**src/rtl/cu_pkg.sv**
```systemverilog
// cu_pkg: shared constants for the control unit slice.
// Holds opcode values, instruction field positions, FSM state encodings and
// the decoded operation-class type used between cu_decode and control_unit.
package cu_pkg;

    localparam int unsigned DataW    = 16;
    localparam int unsigned RegAddrW = 4;
    localparam int unsigned AddrFldW = 8;

    // Instruction field LSB positions; all register/imm fields are 4 bits wide.
    localparam int unsigned OpLsb   = 12;
    localparam int unsigned RdLsb   = 8;
    localparam int unsigned RaLsb   = 4;
    localparam int unsigned RbLsb   = 0;
    localparam int unsigned AddrLsb = 0;

    localparam logic [3:0] OpNop  = 4'h0;
    localparam logic [3:0] OpAdd  = 4'h1;
    localparam logic [3:0] OpSub  = 4'h2;
    localparam logic [3:0] OpAddi = 4'h3;
    localparam logic [3:0] OpLd   = 4'h4;
    localparam logic [3:0] OpSt   = 4'h5;
    localparam logic [3:0] OpJmp  = 4'h6;
    localparam logic [3:0] OpBeqz = 4'h7;
    localparam logic [3:0] OpHalt = 4'hF;

    // FSM state encodings.
    localparam logic [2:0] StFetch  = 3'd0;
    localparam logic [2:0] StDecode = 3'd1;
    localparam logic [2:0] StExec   = 3'd2;
    localparam logic [2:0] StMem    = 3'd3;
    localparam logic [2:0] StWb     = 3'd4;
    localparam logic [2:0] StHalt   = 3'd5;

    typedef enum logic [3:0] {
        ClsNop,
        ClsAdd,
        ClsSub,
        ClsAddi,
        ClsLd,
        ClsSt,
        ClsJmp,
        ClsBeqz,
        ClsHalt
    } op_class_e;

endpackage

```
**src/rtl/control_unit_if.sv**
```systemverilog
// control_unit_if: bundles the fetch bus and datapath control signals.
//   master: the control unit (drives pc, fetch request, register addresses,
//           memory address and strobes; receives instr, instr_valid, src1).
//   slave:  instruction memory / datapath side (the mirror image).
interface control_unit_if #(
    parameter int unsigned ADDR_W  = 8,
    parameter int unsigned INSTR_W = 16
);
    import cu_pkg::*;

    logic [INSTR_W-1:0]  instr;
    logic                instr_valid;
    logic [DataW-1:0]    src1;
    logic [ADDR_W-1:0]   pc;
    logic                instr_req;
    logic [RegAddrW-1:0] read_reg1;
    logic [RegAddrW-1:0] read_reg2;
    logic [RegAddrW-1:0] write_reg;
    logic [3:0]          alu_imm_val;
    logic [ADDR_W-1:0]   address;
    logic                we;
    logic                mem_store;
    logic                mem_load;
    logic                alu_imm;
    logic                alu_slc;
    logic                halted;

    modport master (
        input  instr, instr_valid, src1,
        output pc, instr_req, read_reg1, read_reg2, write_reg, alu_imm_val, address,
               we, mem_store, mem_load, alu_imm, alu_slc, halted
    );

    modport slave (
        output instr, instr_valid, src1,
        input  pc, instr_req, read_reg1, read_reg2, write_reg, alu_imm_val, address,
               we, mem_store, mem_load, alu_imm, alu_slc, halted
    );

endinterface

```
**src/rtl/cu_decode.sv**
```systemverilog
// cu_decode: purely combinational instruction decoder.
//   ir   - latched instruction word
//   cls  - operation class (opcodes 8..E decode as NOP)
//   rd, ra, rb - register fields [11:8], [7:4], [3:0]
//   imm  - immediate field [3:0]
//   addr - memory / jump / branch target field [7:0]
module cu_decode import cu_pkg::*; #(
    parameter int unsigned INSTR_W = 16
) (
    input  logic [INSTR_W-1:0]  ir,
    output op_class_e           cls,
    output logic [RegAddrW-1:0] rd,
    output logic [RegAddrW-1:0] ra,
    output logic [RegAddrW-1:0] rb,
    output logic [3:0]          imm,
    output logic [AddrFldW-1:0] addr
);

    logic [3:0] op;

    assign op   = ir[OpLsb +: 4];
    assign rd   = ir[RdLsb +: RegAddrW];
    assign ra   = ir[RaLsb +: RegAddrW];
    assign rb   = ir[RbLsb +: RegAddrW];
    assign imm  = ir[RbLsb +: 4];
    assign addr = ir[AddrLsb +: AddrFldW];

    always_comb begin
        cls = ClsNop;
        case (op)
            OpAdd:   cls = ClsAdd;
            OpSub:   cls = ClsSub;
            OpAddi:  cls = ClsAddi;
            OpLd:    cls = ClsLd;
            OpSt:    cls = ClsSt;
            OpJmp:   cls = ClsJmp;
            OpBeqz:  cls = ClsBeqz;
            OpHalt:  cls = ClsHalt;
            default: cls = ClsNop;
        endcase
    end

endmodule

```
**src/rtl/control_unit.sv**
```systemverilog
// control_unit: multi-cycle FETCH/DECODE/EXEC/MEM/WB/HALT sequencer.
//   reg_clc   - clock (rising edge)
//   reg_reset - asynchronous active-high reset
//   bus       - control_unit_if.master: fetch handshake (pc, instr_req,
//               instr, instr_valid), src1 for BEQZ, register addresses,
//               ALU controls, data-memory address and we/mem_load/mem_store
//               strobes, halted flag.
module control_unit import cu_pkg::*; #(
    parameter int unsigned ADDR_W  = 8,
    parameter int unsigned INSTR_W = 16
) (
    input  logic          reg_clc,
    input  logic          reg_reset,
    control_unit_if.master bus
);

    logic [2:0]          state_q, state_d;
    logic [INSTR_W-1:0]  ir_q;
    logic [ADDR_W-1:0]   pc_q, pc_d;
    logic                ir_load;

    op_class_e           cls;
    logic [RegAddrW-1:0] rd, ra, rb;
    logic [3:0]          imm;
    logic [AddrFldW-1:0] addr;

    cu_decode #(
        .INSTR_W (INSTR_W)
    ) u_decode (
        .ir   (ir_q),
        .cls  (cls),
        .rd   (rd),
        .ra   (ra),
        .rb   (rb),
        .imm  (imm),
        .addr (addr)
    );

    always_ff @(posedge reg_clc or posedge reg_reset) begin
        if (reg_reset) begin
            state_q <= StFetch;
            pc_q    <= '0;
            ir_q    <= '0;
        end else begin
            state_q <= state_d;
            pc_q    <= pc_d;
            if (ir_load) begin
                ir_q <= bus.instr;
            end
        end
    end

    always_comb begin
        state_d = state_q;
        pc_d    = pc_q;
        ir_load = 1'b0;
        case (state_q)
            StFetch: begin
                if (bus.instr_valid) begin
                    ir_load = 1'b1;
                    pc_d    = pc_q + ADDR_W'(1);  // wraps naturally
                    state_d = StDecode;
                end
            end
            StDecode: state_d = StExec;
            StExec: begin
                unique case (cls)
                    ClsAdd, ClsSub, ClsAddi: state_d = StWb;
                    ClsLd, ClsSt:            state_d = StMem;
                    ClsJmp: begin
                        pc_d    = ADDR_W'(addr);
                        state_d = StFetch;
                    end
                    ClsBeqz: begin
                        // pc already points past the branch when not taken
                        if (bus.src1 == '0) begin
                            pc_d = ADDR_W'(addr);
                        end
                        state_d = StFetch;
                    end
                    ClsHalt: state_d = StHalt;
                    default: state_d = StFetch;
                endcase
            end
            StMem:   state_d = (cls == ClsLd) ? StWb : StFetch;
            StWb:    state_d = StFetch;
            StHalt:  state_d = StHalt;
            default: state_d = StFetch;
        endcase
    end

    // Register addresses come straight from IR, so they are stable from DECODE
    // to the end of the instruction and zero while IR is cleared by reset.
    assign bus.pc          = pc_q;
    assign bus.instr_req   = (state_q == StFetch);
    assign bus.read_reg1   = (cls == ClsSt || cls == ClsBeqz) ? rd : ra;
    assign bus.read_reg2   = rb;
    assign bus.write_reg   = rd;
    assign bus.alu_imm_val = imm;
    assign bus.alu_slc     = (state_q == StExec) && (cls == ClsSub);
    assign bus.alu_imm     = (state_q == StExec) && (cls == ClsAddi);
    assign bus.address     = (state_q == StMem) ? ADDR_W'(addr) : '0;
    assign bus.mem_load    = (state_q == StMem) && (cls == ClsLd);
    assign bus.mem_store   = (state_q == StMem) && (cls == ClsSt);
    assign bus.we          = (state_q == StWb);
    assign bus.halted      = (state_q == StHalt);

endmodule

```
**src/flat_wrapper.sv**
```systemverilog
// flat-port wrapper written by rule: the top's interface ports become plain ports
module control_unit_flat import cu_pkg::*;
#(
    parameter int unsigned ADDR_W  = 8,
    parameter int unsigned INSTR_W = 16
)
  (reg_clc, reg_reset, bus_instr, bus_instr_valid, bus_src1, bus_pc, bus_instr_req, bus_read_reg1, bus_read_reg2, bus_write_reg, bus_alu_imm_val, bus_address, bus_we, bus_mem_store, bus_mem_load, bus_alu_imm, bus_alu_slc, bus_halted);
  control_unit_if #(.ADDR_W(ADDR_W), .INSTR_W(INSTR_W)) bus_i ();
  input  logic reg_clc;
  input  logic reg_reset;
  input wire logic [$bits(bus_i.instr)-1:0] bus_instr;
  input wire logic [$bits(bus_i.instr_valid)-1:0] bus_instr_valid;
  input wire logic [$bits(bus_i.src1)-1:0] bus_src1;
  output wire logic [$bits(bus_i.pc)-1:0] bus_pc;
  output wire logic [$bits(bus_i.instr_req)-1:0] bus_instr_req;
  output wire logic [$bits(bus_i.read_reg1)-1:0] bus_read_reg1;
  output wire logic [$bits(bus_i.read_reg2)-1:0] bus_read_reg2;
  output wire logic [$bits(bus_i.write_reg)-1:0] bus_write_reg;
  output wire logic [$bits(bus_i.alu_imm_val)-1:0] bus_alu_imm_val;
  output wire logic [$bits(bus_i.address)-1:0] bus_address;
  output wire logic [$bits(bus_i.we)-1:0] bus_we;
  output wire logic [$bits(bus_i.mem_store)-1:0] bus_mem_store;
  output wire logic [$bits(bus_i.mem_load)-1:0] bus_mem_load;
  output wire logic [$bits(bus_i.alu_imm)-1:0] bus_alu_imm;
  output wire logic [$bits(bus_i.alu_slc)-1:0] bus_alu_slc;
  output wire logic [$bits(bus_i.halted)-1:0] bus_halted;
  assign bus_i.instr = bus_instr;
  assign bus_i.instr_valid = bus_instr_valid;
  assign bus_i.src1 = bus_src1;
  assign bus_pc = bus_i.pc;
  assign bus_instr_req = bus_i.instr_req;
  assign bus_read_reg1 = bus_i.read_reg1;
  assign bus_read_reg2 = bus_i.read_reg2;
  assign bus_write_reg = bus_i.write_reg;
  assign bus_alu_imm_val = bus_i.alu_imm_val;
  assign bus_address = bus_i.address;
  assign bus_we = bus_i.we;
  assign bus_mem_store = bus_i.mem_store;
  assign bus_mem_load = bus_i.mem_load;
  assign bus_alu_imm = bus_i.alu_imm;
  assign bus_alu_slc = bus_i.alu_slc;
  assign bus_halted = bus_i.halted;
  control_unit #(.ADDR_W(ADDR_W), .INSTR_W(INSTR_W)) u_core (.reg_clc(reg_clc), .reg_reset(reg_reset), .bus(bus_i));
endmodule
```
**config.mk**
```make
export PLATFORM = sky130hd
export DESIGN_NAME = control_unit_flat
export DESIGN_NICKNAME = d
export VERILOG_FILES = /design/src/rtl/cu_pkg.sv /design/src/rtl/control_unit_if.sv /design/src/rtl/cu_decode.sv /design/src/rtl/control_unit.sv /design/src/flat_wrapper.sv
export SDC_FILE = /design/constraint.sdc
export NUM_CORES = 1
export LEC_CHECK = 0
export CELL_PAD_IN_SITES_DETAIL_PLACEMENT = 1
export CELL_PAD_IN_SITES_GLOBAL_PLACEMENT = 2
export CORE_ASPECT_RATIO = 1.75
export CORE_MARGIN = 3
export CORE_UTILIZATION = 26
export DETAILED_ROUTE_END_ITERATION = 8
export PLACE_DENSITY_LB_ADDON = 0.1
export SYNTH_ARGS = -nofsm -noshare
export SYNTH_HDL_FRONTEND = slang
export SYNTH_SLANG_ARGS = --single-unit
```
**constraint.sdc**
```tcl
create_clock -name reg_clc -period 2.6 [get_ports reg_clc]
set_clock_uncertainty 0.1 [all_clocks]
set_input_delay 0.39 -clock reg_clc [delete_from_list [all_inputs] [get_ports reg_clc]]
set_output_delay 0.39 -clock reg_clc [all_outputs]
set_load 0.02 [all_outputs]
```
==> results of run 1 <==
through the flow:
step	instance area, sq um	std cells	setup WS, ns	power (mW)	hold slack [ns]
after floorplan	1670	161	0.7253	2.035	0.3427
after global placement	2394	299	0.3361	2.628	0.4146
after detailed placement	2394	299	0.2996	2.667	0.4288
after CTS	2442	303	0.05182	2.936	0.3903
after global routing	2449	303	0.04679	3.095	0.4150
final	2449	303	0.1500	2.887	0.3747
layout by cell type, fill, tap and decap left out, drive strengths merged, types with 2 or more instances in the layout:
cell type / instances
clkdlybuf4s50: 73
dfrtp: 27
mux2: 20
nor2: 10
nand2: 9
and2: 9
nand3: 7
a2bb2oi: 6
buf: 6
o21ai: 6
inv: 4
nor4: 4
a211oi: 4
nor2b: 4
a221oi: 3
nor3: 3
clkbuf: 3
a31oi: 3
a21oi: 3
nand4: 2
and3: 2
o22ai: 2
nor3b: 2
per-layer routing:
| layer | GRT usage | wire length [um] | vias up |
|---|---|---|---|
| li1 | - | - | 692 |
| met1 | 0.1553 | 1873 | 734 |
| met2 | 0.2798 | 3006 | 51 |
| met3 | 0.02603 | 261 | 4 |
| met4 | 0.04342 | 45 | 0 |
| met5 | 0 | 0 | - |
cell usage after synthesis, types with 2 or more instances:
cell,instances,area [sq um]
nand3_1,7,35.03
and2_1,9,56.30
nor3_1,3,15.01
nand2_1,9,33.78
nor2_1,9,33.78
a2bb2oi_1,6,52.55
a211oi_1,4,30.03
buf_6,3,33.78
nor4_1,4,25.02
nor2b_1,4,25.02
a21oi_1,2,10.01
buf_2,5,25.02
dfrtp_1,27,675.7
and3_1,2,12.51
o22ai_1,2,12.51
o21ai_0,5,25.02
inv_1,4,15.01
a221oi_1,3,26.28
buf_4,12,90.09
mux2_2,19,214.0
nand4_1,2,12.51
a31oi_1,2,12.51
worst max path at each step:
stage,from,endpoint,cells past startpoint
final,u_core.state_q[2],bus_address[7],4
after global routing,u_core.state_q[2],bus_address[3],4
after CTS,u_core.state_q[0],bus_address[7],4
after detailed placement,bus_src1[9],u_core.bus.pc[1],5
after global placement,bus_src1[10],u_core.bus.pc[1],5
after floorplan,u_core.state_q[2],bus_alu_imm,4
worst register-to-register path, cell delays in order (launching register included):
cell and delay (ns):
dfrtp_2 0.50, or3b_1 0.68, a221oi_1 0.42, a2bb2oi_1 0.18
cell type report:
type,count,area (sq um),share of cell area
clock inverters,1,7.507,0.003066
flip-flops and latches,27,679.4,0.2775
repair buffers,79,775.7,0.3168
inverters,4,15.01,0.006132
multi-input cells,109,829.5,0.3388
well taps,80,100.1,0.04088
clock buffers,3,41.29,0.01686
cells by family after synthesis:
logic type,Yosys count,share of synthesized area
buf+inv,25,0.1004
simple gates,58,0.2097
flops,27,0.4045
compound gates,30,0.1408
fa+ha+maj,1,0.007489
mux,20,0.1371
registers in the layout (all words and copies together) (netlist names):
name            cells
u_core.ir_q        16
u_core.bus.pc       8
u_core.state_q      3
power breakdown:
| part | internal [mW] | leakage [nW] | switching [mW] |
|---|---|---|---|
| clock network | 0.109 | 0.0217 | 0.142 |
| registers | 0.633 | 0.316 | 0.309 |
| logic | 0.873 | 0.611 | 0.820 |
what timing repair did:
action | 4_1_cts | 5_1_grt
gates resized for setup | 0 | 4
setup buffers | 0 | 0
setup endpoints to repair | 0 | 9
==> results.yml, run 1 <==
run_status:
  status: "completed"
floorplanning:
  dieHeight_um: 112.0
  initial_core_util: 0.2682
  dieArea_sq_mm: 0.007460
  io_pins: 74
  coreArea_sq_mm: 0.006228
  core.rowCount: 38
  die_w_um: 66.59
critical_path:
  crit_family: "buffers and inverters"
  rr_endpoint: "u_core.bus.pc[7]"
  cpMaxStageDelayCell: "clkdlybuf4s50_1"
  worstPathMaxFanout: 9
  slowest_delay_ns: 0.61
  reg2reg_depth: 3
  cp.arrival_ns: 1.96
  critical_path_buf_inv_count: 2
  crit_chain: "and3b_1 -> buf_4 -> and2_1 -> clkdlybuf4s50_1"
  end_kind: "output port"
  start_kind: "register"
  critPathRequiredTime_ns: 2.11
  crit_type: "reg2out"
  timing.rr.start: "u_core.state_q[0]"
  rrSetupSlack_ns: 0.65
synthesis:
  synth_flop_cell: "dfrtp_1"
  syn-instance-count: 161
  syn_nets: 197
  ys_ff_latch: 27
  synth_cell_types: 40
  synthArstFlopShare: 1.000
  avgSynthCellArea_sq_um: 10.37
  yosysWarnings: 0
  syn_area_sq_mm: 0.001670
  synth_edf_count: 0
  synth-seq-area-share: 0.4045
timing:
  fin_crit_sh: 0.9423
  worst_pin_slew_ns: 0.6143
  max_freq_mhz: 408.2
  final-max-slew-violation-count: 0
  setup_viol: 0
  final_hold_viol_count: 0
  min_period_ns: 2.450
  rsz0062_at_grt: "no"
  slew_headroom: 0.5905
  tns_ns: 0
global_route:
  first_global_vias: 1667
  grt_overflow_total: 0
  grt_max_degree: 28
  grt_usage: 0.1462
  grt_pass1_wl_um: 8390
  antenna_found_initial: 0
power_and_ir_drop:
  peakVddDrop_v: 0.0004266
  p_per_area_mw_per_mm2: 1179
  p_leak_nw: 0.9489
job:
  cap_viol_max_count: 0
clock_tree:
  clockBufferDepth: 2
  cts-root-buf: "clkbuf_8"
  cts_tree: "built"
  cts_buffers: 3
  ctsHoldBuffers: 0
  clkLatencyLatePin_ns: 0.28
  clock-sinks: 27
  cts.clk_slew.worst_paths_ns: 0.10
  cts_max_level: 1
placement:
  place_congestion: 0.7392
  portBuffers: 73
  hpwl_um: 4116
min_path:
  hp-class: "in2async"
routing:
  ant_nets: 0
  wl_per_cell_um: 17.12
  routed_wl_um: 5187
  drtPass1Iterations: 4
  vias_per_cell: 4.888
  drc: 0
  vias: 1481
  drtIter0Drc: 66
cells_and_area:
  fillCellCount: 716
  utilization: 0.3931
  layout-drive-gt1-share: 0.1749
  antenna_cells: 0
  nets: 260
  syn2layout_area_growth_pct: 46.59
Note: power is estimated with default switching activity, not from simulation.
==> run 2: changes to the inputs <==
--- a/config.mk
+++ b/config.mk
@@ -9,7 +9,8 @@
 export CELL_PAD_IN_SITES_GLOBAL_PLACEMENT = 2
 export CORE_ASPECT_RATIO = 1.75
 export CORE_MARGIN = 3
-export CORE_UTILIZATION = 26
+export CORE_UTILIZATION = 27
+export CTS_BUF_LIST = sky130_fd_sc_hd__clkbuf_4
 export DETAILED_ROUTE_END_ITERATION = 8
 export PLACE_DENSITY_LB_ADDON = 0.1
 export SYNTH_ARGS = -nofsm -noshare
==> run 2 against run 1 <==
  * Highest routed layer unchanged
  * First-iteration DRC count down 41%
  * Critical path type unchanged
  * Die area decreased by 3.4%
  * Fmax decreased by 2.5%
==> results.yml, run 2 (same netlist as run 1, synthesis figures left out) <==
routing:
  wl_met1_um: 1961
  top_layer_used: "met4"
  drc: 0
  vias: 1487
  vias_per_cell: 4.924
  drtIter0Drc: 39
  wl_per_cell_um: 17.73
  wl_met3_um: 186
  drtPass1Iterations: 4
  ant_nets: 0
  wl_met2_um: 3119
  routed_wl_um: 5355
cells_and_area:
  regMostFlops: "u_core.ir_q"
  layout-drive-gt1-share: 0.1875
  antenna_cells: 0
  fillCellCount: 722
  final_cell_mix: "69 x clkdlybuf4s50_1, 23 x dfrtp_1, 19 x mux2_2"
  largest_reg_flops: 16
  syn2layout_area_growth_pct: 46.52
  nets: 261
  multi_input_area_sq_um: 830.8
  seq_area_sq_um: 680.7
  layout_commonest_cell: "clkdlybuf4s50_1"
  postLayoutCellArea_sq_mm: 0.002447
global_route:
  grt_pass1_wl_um: 8480
  first_global_vias: 1624
  grt_overflow_total: 0
  grt_usage: 0.1541
  antenna_found_initial: 0
  grt_max_degree: 28
placement:
  hpwl_um: 4189
  place_congestion: 0.7179
  portBuffers: 73
  place_ws_ns: 0.2024
  place_area_sq_mm: 0.002384
clock_tree:
  clkLatencyLatePin_ns: 0.34
  clock-sinks: 27
  cts.clk_slew.worst_paths_ns: 0.16
  clockBufferDepth: 2
  cts_max_level: 1
  cts_buffers: 3
  cts_tree: "built"
  ctsHoldBuffers: 0
  cts-root-buf: "clkbuf_4"
run_status:
  status: "completed"
critical_path:
  crit_type: "reg2out"
  end_kind: "output port"
  start_kind: "register"
  critPathRequiredTime_ns: 2.11
  worstPathMaxFanout: 9
  cp.arrival_ns: 2.02
timing:
  max_freq_mhz: 397.9
  fin_crit_sh: 0.9667
  slew_headroom: 0.6203
  worst_pin_slew_ns: 0.5695
  setup_viol: 0
  layout_setup_ws_ns: 0.08661
  final-max-slew-violation-count: 0
  min_period_ns: 2.513
  final_hold_viol_count: 0
  tns_ns: 0
  whs_ns: 0.2998
power_and_ir_drop:
  p_per_area_mw_per_mm2: 1161
  peakVddDrop_v: 0.0004901
  p_leak_nw: 1.018
floorplanning:
  dieArea_sq_mm: 0.007203
  initial_core_util: 0.2819
  die_w_um: 65.46
  core.rowCount: 37
  coreArea_sq_mm: 0.005926
  io_pins: 74
  dieHeight_um: 110.1
job:
  cap_viol_max_count: 0
min_path:
  hp-class: "in2async"
run 2: cell count changes in the layout (fill, tap and decap cells not counted), sizes merged:
cell           before  now
buf                 6    7
clkdlybuf4s50      73   69
dlymetal6s2s        0    4
run 2: routing by layer:
layer	up-vias	GRT usage
li1	699	-
met1	742	0.1655
met2	38	0.2973
met3	8	0.02738
met4	0	0.04896
met5	-	0
run 2: final timing paths:
path	endpoint	slack, ns	startpoint	depth (start not counted)
worst min-delay path	u_core.ir_q[14]	0.30	reg_reset	3
min in group reg_clc	u_core.ir_q[11]	0.46	u_core.ir_q[11]	1
worst min register to register	u_core.ir_q[11]	0.46	u_core.ir_q[11]	1
max in group asynchronous	u_core.state_q[0]	1.81	reg_reset	3
worst max register to register	u_core.bus.pc[3]	0.64	u_core.state_q[0]	3
worst max-delay path	bus_address[2]	0.09	u_core.state_q[2]	4
run 2: through the flow:
stage	utilization	instances	power [mW]
5_1_grt	0.4130	302	3.051
2_1_floorplan	-	161	2.035
4_1_cts	0.4086	300	2.882
3_5_place_dp	0.4022	296	2.659
3_3_place_gp	0.4022	296	2.626
6_report	0.4130	302	2.841
run 2: final cells by class:
type                    count  area share
inverters                   4    0.006135
multi-input cells         109      0.3395
repair buffers             80      0.3241
well taps                  78     0.03988
clock inverters             1    0.003067
clock buffers               3    0.009202
flip-flops and latches     27      0.2781
run 2: where the power goes:
part	internal (mW)	leakage [nW]	switching [mW]
clock network	0.0589	0.0139	0.139
registers	0.633	0.315	0.299
logic	0.876	0.690	0.835
total	1.57	1.02	1.27
run 2: worst max-delay path: stages (launching register included):
cell and delay [ns]:
dfrtp_2 0.52, and3b_2 0.31, buf_4 0.14, and2_1 0.12, clkdlybuf4s50_1 0.61
run 2: timing repair:
action	CTS	global route
setup endpoints to repair	8	7
buffers inserted	0	2
resized for setup	5	5
==> run 3: changes to the inputs <==
--- a/config.mk
+++ b/config.mk
@@ -12,6 +12,7 @@
 export CORE_UTILIZATION = 27
 export CTS_BUF_LIST = sky130_fd_sc_hd__clkbuf_4
 export DETAILED_ROUTE_END_ITERATION = 8
+export GPL_TIMING_DRIVEN = 0
 export PLACE_DENSITY_LB_ADDON = 0.1
 export SYNTH_ARGS = -nofsm -noshare
 export SYNTH_HDL_FRONTEND = slang
==> run 3 against run 2 <==
  * Global-route usage is 0.35 points higher
  * Routed wire length up 6.1%
  * Flip-flop and latch count unchanged
  * Final cell count rose by 5.6%
  * Sequential share of layout area is 1.7 points lower
  * Register-to-register slack worse by 0.05 ns
  * Clock power is 3% higher
  * Worst hold slack better by 0.17 ns
  * Sequential power shrank 5.6%
  * Utilization is 2.3 points higher
==> results.yml, run 3 (same netlist as run 1, synthesis figures left out) <==
run_status:
  status: "completed"
global_route:
  grt_max_degree: 28
  first_global_vias: 1723
  grt_usage: 0.1576
  antenna_found_initial: 0
  grt_overflow_total: 0
  grt_pass1_wl_um: 8721
timing:
  max_freq_mhz: 399.5
  worst_pin_slew_ns: 1.120
  slew_headroom: 0.2522
  rsz0062_at_grt: "no"
  fin_crit_sh: 0.9627
  tns_ns: 0
  min_period_ns: 2.503
  setup_viol: 0
  final_hold_viol_count: 0
  final-max-slew-violation-count: 0
routing:
  wl_per_cell_um: 17.82
  routed_wl_um: 5683
  drtIter0Drc: 75
  vias: 1552
  vias_per_cell: 4.865
  drc: 0
  drtPass1Iterations: 4
  ant_nets: 0
clock_tree:
  clkLatencyLatePin_ns: 0.34
  cts.clk_slew.worst_paths_ns: 0.17
  cts_max_level: 1
  clock-sinks: 27
  cts_tree: "built"
  clockBufferDepth: 2
  cts_buffers: 3
  cts-root-buf: "clkbuf_4"
floorplanning:
  die_w_um: 65.46
  core.rowCount: 37
  initial_core_util: 0.2819
  dieHeight_um: 110.1
  dieArea_sq_mm: 0.007203
  coreArea_sq_mm: 0.005926
  io_pins: 74
critical_path:
  crit_type: "reg2out"
  reg2reg_depth: 6
  worstPathMaxFanout: 10
  rr_endpoint: "u_core.bus.pc[1]"
  end_kind: "output port"
  timing.rr.start: "u_core.state_q[2]"
  cp.arrival_ns: 2.01
  rrSetupSlack_ns: 0.59
  critPathRequiredTime_ns: 2.11
  start_kind: "register"
placement:
  portBuffers: 73
  place_congestion: 0.8084
  hpwl_um: 4394
power_and_ir_drop:
  power.switching_mw: 1.324
  clkPwrFrac: 0.068
  p_total_mw: 3.020
  p_int_mw: 1.696
  p_leak_nw: 1.207
  p_seq_frac: 0.291
  swShare: 0.4386
  p_per_area_mw_per_mm2: 1168
  comb_power_share: 0.641
  peakVddDrop_v: 0.0005188
cells_and_area:
  syn2layout_area_growth_pct: 54.76
  layout-drive-gt1-share: 0.2241
  antenna_cells: 0
  nets: 278
  largest_reg_flops: 16
  final_cell_mix: "60 x clkdlybuf4s50_1, 27 x dfrtp_1, 19 x mux2_2, 15 x buf_4, 11 x dlymetal6s2s_1"
  layout_commonest_cell: "clkdlybuf4s50_1"
  regMostFlops: "u_core.ir_q"
min_path:
  whs_path_depth: 1
  min_to: "u_core.ir_q[8]"
  hp-class: "reg2reg"
  min-delay-start: "u_core.ir_q[8]"
job:
  cap_viol_max_count: 0
==> run 3: cell types whose count changed in the layout (fill, tap and decap cells not counted), sizes merged <==
cell           before  now
dlymetal6s2s        4   11
buf                 7   23
dlygate4sd2         0    2
clkdlybuf4s50      69   60
and3b               1    2
==> run 3: routing by layer <==
metal  share of wire  routed length [um]  global-route usage
met3           0.037                 209             0.02941
met4           0.014                  77             0.04154
met5               0                   0                   0
met1            0.37                2077              0.1634
met2            0.58                3318              0.3140
==> run 3: power groups by stage <==
stage | clock (mW) | combinational [mW] | sequential (mW)
after detailed placement | 0 | 1.94 | 0.899
after global placement | 0 | 1.89 | 0.886
after CTS | 0.212 | 1.96 | 0.891
after global routing | 0.229 | 2.08 | 0.928
final | 0.204 | 1.94 | 0.880
after floorplan | 0 | 1.16 | 0.877
==> run 3: final cells by class <==
type,count,area (sq um)
fill,721,3341
tap,78,97.59
sequential,27,675.6
timing repair buffer,76,778.2
inverter,4,15.01
multi-input combinational,110,839.6
clock inverter,1,7.507
clock buffer,3,22.52
buffer,20,148.9
==> run 3: critical path, cell delays in order, from the launching register on <==
cell	delay (ns)
dfrtp_1	0.39
buf_2	0.20
and3b_2	0.33
and2_1	0.15
clkdlybuf4s50_1	0.61
==> run 3: timing repair <==
action / in CTS / in global routing
gates resized for setup: 3 / 12
cloned: 0 / 1
pin swaps: 1 / 0
hold buffers: 0 / 0
buffers inserted: 1 / 2
setup endpoints to repair: 12 / 14
==> run 3: per-stage QoR <==
step	instances	utilization	area [sq um]	setup WS [ns]	hold WS, ns
after detailed placement	312	0.4217	2499	0.1102	0.4325
after global placement	312	0.4217	2499	0.1381	0.4169
after global routing	319	0.4362	2585	0.01790	0.4865
after floorplan	161	-	1670	0.7253	0.3427
after CTS	316	0.4272	2531	0.01547	0.4692
final	319	0.4362	2585	0.09709	0.4662
==> run 3: worst max path at each step <==
stage                            startpoint               end  slack [ns]  cells after the start
after floorplan           u_core.state_q[2]       bus_alu_imm        0.73                      4
after global placement         bus_src1[10]  u_core.bus.pc[1]        0.14                      5
after detailed placement        bus_src1[1]  u_core.bus.pc[1]        0.11                      5
after CTS                   u_core.ir_q[14]  bus_read_reg1[2]        0.02                      4
after global routing      u_core.state_q[2]    bus_address[1]        0.02                      4
final                     u_core.state_q[2]    bus_address[5]         0.1                      4
